**src/rtl/noc_pkg.sv**
```systemverilog
// rtl/noc_pkg.sv - shared types, defaults and routing helpers for the tree router
package noc_pkg;

  localparam int DEF_WIDTH      = 35;
  localparam int DEF_WIDTH_ADDR = 3;

  // Widest configuration the helpers below accept.
  localparam int MAX_PORTS  = 9;
  localparam int MAX_FLIT_W = 256;
  localparam int MAX_ADDR_W = 16;

  typedef logic [$clog2(MAX_PORTS)-1:0] port_idx_t;
  typedef logic [MAX_FLIT_W-1:0]        flit_t;
  typedef logic [MAX_ADDR_W-1:0]        addr_t;

  // Route code for a parent-side flit that does not belong to this subtree.
  localparam port_idx_t PORT_INVALID = '1;

  // Destination field sits in the top width_addr bits of the flit.
  function automatic addr_t dest_of(input flit_t flit, input int width, input int width_addr);
    flit_t shifted;
    addr_t field_mask;
    shifted    = flit >> (width - width_addr);
    field_mask = (addr_t'(1) << width_addr) - addr_t'(1);
    return addr_t'(shifted) & field_mask;
  endfunction

  // Port 0 is the parent, port k+1 is child k.
  function automatic port_idx_t route_of(input addr_t dest, input addr_t mask, input addr_t address,
                                         input int child_shift, input int num_child,
                                         input logic from_parent);
    addr_t child_sel;
    child_sel = (dest >> child_shift) & addr_t'(num_child - 1);
    if ((dest & mask) == (address & mask)) begin
      return port_idx_t'(child_sel) + port_idx_t'(1);
    end
    if (!from_parent) begin
      return '0;
    end
    return PORT_INVALID;
  endfunction

endpackage

```
**src/rtl/noc_fifo.sv**
```systemverilog
// rtl/noc_fifo.sv - synchronous per-output FIFO with occupancy count
module noc_fifo #(
  parameter int WIDTH = 35,
  parameter int DEPTH = 4
) (
  input  logic                     clk,
  input  logic                     rst,
  input  logic                     push,
  input  logic [WIDTH-1:0]         wdata,
  input  logic                     pop,
  output logic [WIDTH-1:0]         rdata,
  output logic [$clog2(DEPTH):0]   count,
  output logic                     full,
  output logic                     empty
);

  localparam int AW = $clog2(DEPTH);
  localparam logic [AW:0] FULL_LVL = DEPTH[AW:0];

  logic [WIDTH-1:0] mem [DEPTH];
  logic [AW-1:0]    wr_ptr;
  logic [AW-1:0]    rd_ptr;
  logic             do_push;
  logic             do_pop;

  // A full FIFO refuses a push even when it is popped in the same cycle.
  assign do_push = push && !full;
  assign do_pop  = pop && !empty;
  assign full    = (count == FULL_LVL);
  assign empty   = (count == '0);
  // Head reads as zero while empty so idle outputs carry no stale data.
  assign rdata   = empty ? '0 : mem[rd_ptr];

  // Storage array, written on accepted pushes only.
  always_ff @(posedge clk) begin
    if (do_push) begin
      mem[wr_ptr] <= wdata;
    end
  end

  // Pointer and occupancy bookkeeping.
  always_ff @(posedge clk) begin
    if (rst) begin
      wr_ptr <= '0;
      rd_ptr <= '0;
      count  <= '0;
    end else begin
      if (do_push) begin
        wr_ptr <= wr_ptr + AW'(1);
      end
      if (do_pop) begin
        rd_ptr <= rd_ptr + AW'(1);
      end
      case ({do_push, do_pop})
        2'b10:   count <= count + (AW+1)'(1);
        2'b01:   count <= count - (AW+1)'(1);
        default: count <= count;
      endcase
    end
  end

endmodule

```
**src/rtl/noc_tree_router.sv**
```systemverilog
// rtl/noc_tree_router.sv - parent/child tree router node; NOC_ROUTER_STATS_EN adds stat_fwd/stat_drop counters
module noc_tree_router
  import noc_pkg::*;
#(
  parameter int                    WIDTH       = DEF_WIDTH,
  parameter int                    WIDTH_ADDR  = DEF_WIDTH_ADDR,
  parameter int                    NUM_CHILD   = 2,
  parameter logic [WIDTH_ADDR-1:0] MASK        = 3'b110,
  parameter logic [WIDTH_ADDR-1:0] ADDRESS     = 3'b010,
  parameter int                    CHILD_SHIFT = 0,
  parameter int                    FIFO_DEPTH  = 4
) (
  input  logic                       clk,
  input  logic                       rst,
  input  logic [WIDTH-1:0]           p_in_data,
  input  logic                       p_in_valid,
  output logic                       p_in_ready,
  output logic [WIDTH-1:0]           p_out_data,
  output logic                       p_out_valid,
  input  logic                       p_out_ready,
  input  logic [NUM_CHILD*WIDTH-1:0] c_in_data,
  input  logic [NUM_CHILD-1:0]       c_in_valid,
  output logic [NUM_CHILD-1:0]       c_in_ready,
  output logic [NUM_CHILD*WIDTH-1:0] c_out_data,
  output logic [NUM_CHILD-1:0]       c_out_valid,
  input  logic [NUM_CHILD-1:0]       c_out_ready,
  output logic                       route_err
`ifdef NOC_ROUTER_STATS_EN
  ,
  output logic [(NUM_CHILD+1)*16-1:0] stat_fwd,
  output logic [15:0]                 stat_drop
`endif
);

  localparam int P  = NUM_CHILD + 1;
  localparam int CW = $clog2(FIFO_DEPTH) + 1;

  logic [WIDTH-1:0] in_data  [P];
  logic [P-1:0]     in_valid;
  logic [P-1:0]     in_ready;
  logic [WIDTH-1:0] out_data [P];
  logic [P-1:0]     out_valid;
  logic [P-1:0]     out_ready;
  logic [P-1:0]     pop;

  port_idx_t        route    [P];
  logic [P-1:0]     cand     [P];
  logic [P-1:0]     gnt      [P];
  port_idx_t        gnt_idx  [P];
  logic [P-1:0]     gnt_any;
  port_idx_t        rr_ptr   [P];
  logic [WIDTH-1:0] push_data [P];

  logic [CW-1:0]    fifo_count [P];
  logic [P-1:0]     fifo_full;
  logic [P-1:0]     fifo_empty;
  logic             drop;

  // Flatten parent and child ports into one index space: 0 = parent, k+1 = child k.
  assign in_data[0]   = p_in_data;
  assign in_valid[0]  = p_in_valid;
  assign p_in_ready   = in_ready[0];
  assign p_out_data   = out_data[0];
  assign p_out_valid  = out_valid[0];
  assign out_ready[0] = p_out_ready;

  for (genvar k = 0; k < NUM_CHILD; k++) begin : g_child_map
    assign in_data[k+1]                 = c_in_data[k*WIDTH +: WIDTH];
    assign in_valid[k+1]                = c_in_valid[k];
    assign c_in_ready[k]                = in_ready[k+1];
    assign c_out_data[k*WIDTH +: WIDTH] = out_data[k+1];
    assign c_out_valid[k]               = out_valid[k+1];
    assign out_ready[k+1]               = c_out_ready[k];
  end

  // Destination decode of every input's head flit.
  always_comb begin
    for (int i = 0; i < P; i++) begin
      route[i] = route_of(dest_of(flit_t'(in_data[i]), WIDTH, WIDTH_ADDR),
                          addr_t'(MASK), addr_t'(ADDRESS), CHILD_SHIFT, NUM_CHILD, (i == 0));
    end
  end

  // Requests per output; an output with a full FIFO raises no candidates.
  always_comb begin
    for (int o = 0; o < P; o++) begin
      for (int i = 0; i < P; i++) begin
        cand[o][i] = !fifo_full[o] && in_valid[i] && (route[i] == port_idx_t'(o));
      end
    end
  end

  // Round-robin: first scan indices above the last grant, then wrap to the rest.
  always_comb begin
    for (int o = 0; o < P; o++) begin
      gnt[o]     = '0;
      gnt_idx[o] = '0;
      gnt_any[o] = 1'b0;
      for (int i = 0; i < P; i++) begin
        if (!gnt_any[o] && cand[o][i] && (port_idx_t'(i) > rr_ptr[o])) begin
          gnt[o][i]  = 1'b1;
          gnt_idx[o] = port_idx_t'(i);
          gnt_any[o] = 1'b1;
        end
      end
      for (int i = 0; i < P; i++) begin
        if (!gnt_any[o] && cand[o][i] && (port_idx_t'(i) <= rr_ptr[o])) begin
          gnt[o][i]  = 1'b1;
          gnt_idx[o] = port_idx_t'(i);
          gnt_any[o] = 1'b1;
        end
      end
    end
  end

  // Input ready: granted somewhere, or an out-of-subtree parent flit being discarded.
  always_comb begin
    drop     = in_valid[0] && (route[0] == PORT_INVALID);
    in_ready = '0;
    for (int o = 0; o < P; o++) begin
      in_ready = in_ready | gnt[o];
    end
    in_ready[0] = in_ready[0] | drop;
  end

  // Select the winning input's flit for each output FIFO.
  always_comb begin
    for (int o = 0; o < P; o++) begin
      push_data[o] = '0;
      for (int i = 0; i < P; i++) begin
        if (gnt[o][i]) begin
          push_data[o] = in_data[i];
        end
      end
    end
  end

  // Priority pointers move only when their output grants.
  always_ff @(posedge clk) begin
    if (rst) begin
      for (int o = 0; o < P; o++) begin
        rr_ptr[o] <= port_idx_t'(P - 1);
      end
    end else begin
      for (int o = 0; o < P; o++) begin
        if (gnt_any[o]) begin
          rr_ptr[o] <= gnt_idx[o];
        end
      end
    end
  end

  // Sticky flag for discarded parent flits.
  always_ff @(posedge clk) begin
    if (rst) begin
      route_err <= 1'b0;
    end else if (drop) begin
      route_err <= 1'b1;
    end
  end

  for (genvar o = 0; o < P; o++) begin : g_out
    assign pop[o]       = out_ready[o] && !fifo_empty[o];
    assign out_valid[o] = (fifo_count[o] != '0);

    noc_fifo #(
      .WIDTH (WIDTH),
      .DEPTH (FIFO_DEPTH)
    ) u_fifo (
      .clk   (clk),
      .rst   (rst),
      .push  (gnt_any[o]),
      .wdata (push_data[o]),
      .pop   (pop[o]),
      .rdata (out_data[o]),
      .count (fifo_count[o]),
      .full  (fifo_full[o]),
      .empty (fifo_empty[o])
    );
  end

`ifdef NOC_ROUTER_STATS_EN
  logic [15:0] fwd_cnt [P];
  logic [15:0] drop_cnt;

  // Saturating forward counters per output and a saturating drop counter.
  always_ff @(posedge clk) begin
    if (rst) begin
      for (int o = 0; o < P; o++) begin
        fwd_cnt[o] <= '0;
      end
      drop_cnt <= '0;
    end else begin
      for (int o = 0; o < P; o++) begin
        if (pop[o] && (fwd_cnt[o] != 16'hFFFF)) begin
          fwd_cnt[o] <= fwd_cnt[o] + 16'd1;
        end
      end
      if (drop && (drop_cnt != 16'hFFFF)) begin
        drop_cnt <= drop_cnt + 16'd1;
      end
    end
  end

  for (genvar o = 0; o < P; o++) begin : g_stat
    assign stat_fwd[o*16 +: 16] = fwd_cnt[o];
  end
  assign stat_drop = drop_cnt;
`endif

endmodule

```
**config.mk**
```make
export PLATFORM = sky130hd
export DESIGN_NAME = noc_tree_router
export DESIGN_NICKNAME = d
export VERILOG_FILES = /design/src/rtl/noc_pkg.sv /design/src/rtl/noc_fifo.sv /design/src/rtl/noc_tree_router.sv
export SDC_FILE = /design/constraint.sdc
export NUM_CORES = 1
export LEC_CHECK = 0
export ABC_AREA = 0
export CORE_MARGIN = 3
export CORE_UTILIZATION = 35
export CTS_BUF_LIST = sky130_fd_sc_hd__clkbuf_2 sky130_fd_sc_hd__clkbuf_4 sky130_fd_sc_hd__clkbuf_8
export CTS_CLUSTER_DIAMETER = 150
export DETAILED_ROUTE_END_ITERATION = 10
export HOLD_SLACK_MARGIN = 0.12
export PLACE_DENSITY_LB_ADDON = 0.15
export REMOVE_ABC_BUFFERS = 1
export SLEW_MARGIN = 10
export SYNTH_ARGS = -nofsm -noshare
export SYNTH_HDL_FRONTEND = slang
export SYNTH_SLANG_ARGS = --single-unit
```
**constraint.sdc**
```tcl
create_clock -name clk -period 3 [get_ports clk]
set_input_delay 0.6 -clock clk [delete_from_list [all_inputs] [get_ports clk]]
set_output_delay 0.6 -clock clk [all_outputs]
set_load 0.02 [all_outputs]
```
==> impl_metrics.json <==
{
  "drive_above_1_share": 0.226,
  "die_w_um": 243,
  "cts_buffers": 77,
  "synth_warnings": 0,
  "numClockSinks": 454,
  "synth_most_common_cell": "edfxtp_1",
  "firstDrtPassIters": 5,
  "core_area_um2": 55200,
  "clock_skew_ps": 22.6,
  "grt_pass1_vias": 12400,
  "grt_pass1_wl_mm": 84.4,
  "grt_setup_unrepaired": "yes",
  "clockBufferDepth": 3,
  "row_count": 86,
  "crit_path_max_fanout": 4,
  "yosysTopAreaCell": "edfxtp_1",
  "stdcell_count": 2270,
  "antenna_left": 0,
  "tightest_slew_ps": 881,
  "syn_area_um2": 19600,
  "synth_commonest_cells": "426 x edfxtp_1, 120 x and2_1, 105 x mux4_2",
  "placed_cells": 2112,
  "vias_per_cell": 5.34,
  "synth_seq_cells": 454,
  "area_growth_pct": 26.4,
  "grtUsageTotal": 0.194,
  "synth-async-reset-ratio": 0,
  "crit_type": "in2out",
  "nNetsFinal": 1585,
  "cts_root_buf": "clkbuf_8",
  "setup_viol": 0,
  "cts.clk_slew.worst_paths_ps": 60,
  "dieArea_um2": 58800,
  "holdBufCountCts": 0,
  "critPathArrivalTime_ps": 2360,
  "finalWirelength_mm": 57.7,
  "insertion_delay_ps": 640,
  "period_share": 0.987,
  "startpoint_type": "input port",
  "avgRoutedWirePerCell_um": 25.4,
  "fillers": 4966,
  "fmax_mhz": 338,
  "vias": 12100,
  "power_density_nw_per_um2": 789,
  "cap_violations": 0,
  "syn_avg_cell_area_um2": 17.0,
  "syn_inst": 1154,
  "ys_seq_area_frac": 0.682,
  "status": "finished, final reports clean",
  "drc_errors": 0,
  "synthFlopType": "edfxtp_1",
  "yosysTopAreaCellShare": 0.653,
  "seqCellArea_um2": 13400,
  "start_util": 0.355,
  "synth_edf_count": 426,
  "synth_area_leaders": "edfxtp_1 65%, mux4_2 12%, and2_1 3.8%",
  "h-tree-depth": 3,
  "dieHeight_um": 243,
  "drv_slew": 0,
  "multi_input_area_um2": 5810,
  "drt_iter0_markers": 1132,
  "vdd_ir_drop_max_v": 0.000445,
  "grt_max_degree": 39,
  "yosysUniqueCellTypes": 48,
  "antenna_found_initial": 25,
  "required_ps": 2400,
  "fin_crit_ps": 2960,
  "cts_tree": "yes",
  "max_slew_margin": 0.413,
  "p_leak_nw": 8.62,
  "io_pins": 225,
  "dp_hpwl_mm": 38.6,
  "setup_tns_ps": 0,
  "grt-ovfl-total": 0,
  "cp-end-kind": "primary output",
  "gp_congestion": 0.875,
  "port-buffer-count": 224,
  "hold_class": "reg2reg",
  "hold_violations": 0
}
sequential cells by signal (all words and copies together), names as in the netlist, named ones only:
register             count
route_err                1
g_out.u_fifo.mem       420
g_out.u_fifo.rd_ptr      6
g_out.u_fifo.count       9
g_out.u_fifo.wr_ptr      6
rr_ptr                   6
what timing repair did:
item | CTS | global route
resized for setup | 128 | 41
pin swaps | 0 | 2
gates cloned | 3 | 4
buffers inserted | 1 | 3
setup endpoints to repair | 108 | 35
routing by layer:
metal	track usage	vias up	wire, um
met5	0	-	256
met4	0.0501	38	923
met3	0.0730	93	5990
met2	0.297	519	26200
met1	0.263	6197	24400
li1	-	5265	-
kinds of logic (layout without fill, tap and decap cells):
kind of cell             Yosys count  after routing  share of synthesized area
AO/OA/AOI/OAI                    195            195                     0.0759
adder cells (fa/ha/maj)           18             18                     0.0126
flip-flops                       454            454                      0.682
buffers and inverters            110            460                     0.0254
AND/OR/NAND/NOR                  255            255                     0.0763
multiplexers                     107            107                      0.122
other                              1             19                   0.000191
XOR/XNOR                          14             14                    0.00626
layout by cell type (no fill, tap or decap), drive strengths merged, types with 28 or more instances in the layout:
cell           instances
clkdlybuf4s50        115
clkbuf               118
dfxtp                 28
mux4                 105
edfxtp               426
and2                 120
a21oi                 77
dlygate4sd2           79
nand3                 71
a22o                  35
a221o                 64
buf                   74
final timing paths:
path,from,to,slack (ps),depth (start not counted)
setup reg to reg,g_out[0].u_fifo.count[1]$_SDFFE_PP0P_,g_out[0].u_fifo.count[2]$_SDFFE_PP0P_,530,11
hold / removal,route_err$_SDFFE_PP0P_,route_err$_SDFFE_PP0P_,490,2
setup / recovery,c_in_data[34],p_in_ready,40,8
hold reg to reg,route_err$_SDFFE_PP0P_,route_err$_SDFFE_PP0P_,490,2
worst max-delay path, cell delays in order:
cell,delay [ps]
clkdlybuf4s50_1,410
buf_4,140
nand4b_1,260
o21ai_1,190
buf_4,140
a211oi_4,50
a211o_1,250
dlygate4sd2_1,320
cell type report:
type | count | share of cell area
Sequential cell | 454 | 0.540
Multi-Input combinational cell | 601 | 0.234
Timing Repair Buffer | 299 | 0.123
Clock buffer | 107 | 0.0526
Tap cell | 748 | 0.0378
Clock inverter | 33 | 0.00813
Inverter | 21 | 0.00318
Antenna cell | 7 | 0.000707
stage by stage:
stage | worst slack (ps) | total power (W) | hold slack [ps] | area, um2 | utilization
after floorplan | -269 | 0.0114 | 456 | 19200 | -
after global placement | -292 | 0.0146 | 476 | 23100 | 0.419
after detailed placement | -288 | 0.0146 | 471 | 23100 | 0.419
after CTS | -31.9 | 0.0197 | 487 | 24600 | 0.446
after global routing | -29.5 | 0.0206 | 533 | 24700 | 0.448
final | 37.7 | 0.0195 | 485 | 24800 | 0.449
where the power goes:
group / internal [W] / switching (W) / leakage (nW) / total, W
clock: 0.00292 / 0.00245 / 0.799 / 0.00537
combinational: 0.00291 / 0.00350 / 3.61 / 0.00641
sequential: 0.00753 / 0.000235 / 4.21 / 0.00776
total: 0.0134 / 0.00619 / 8.62 / 0.0195
(Power assumes the default switching activity.)
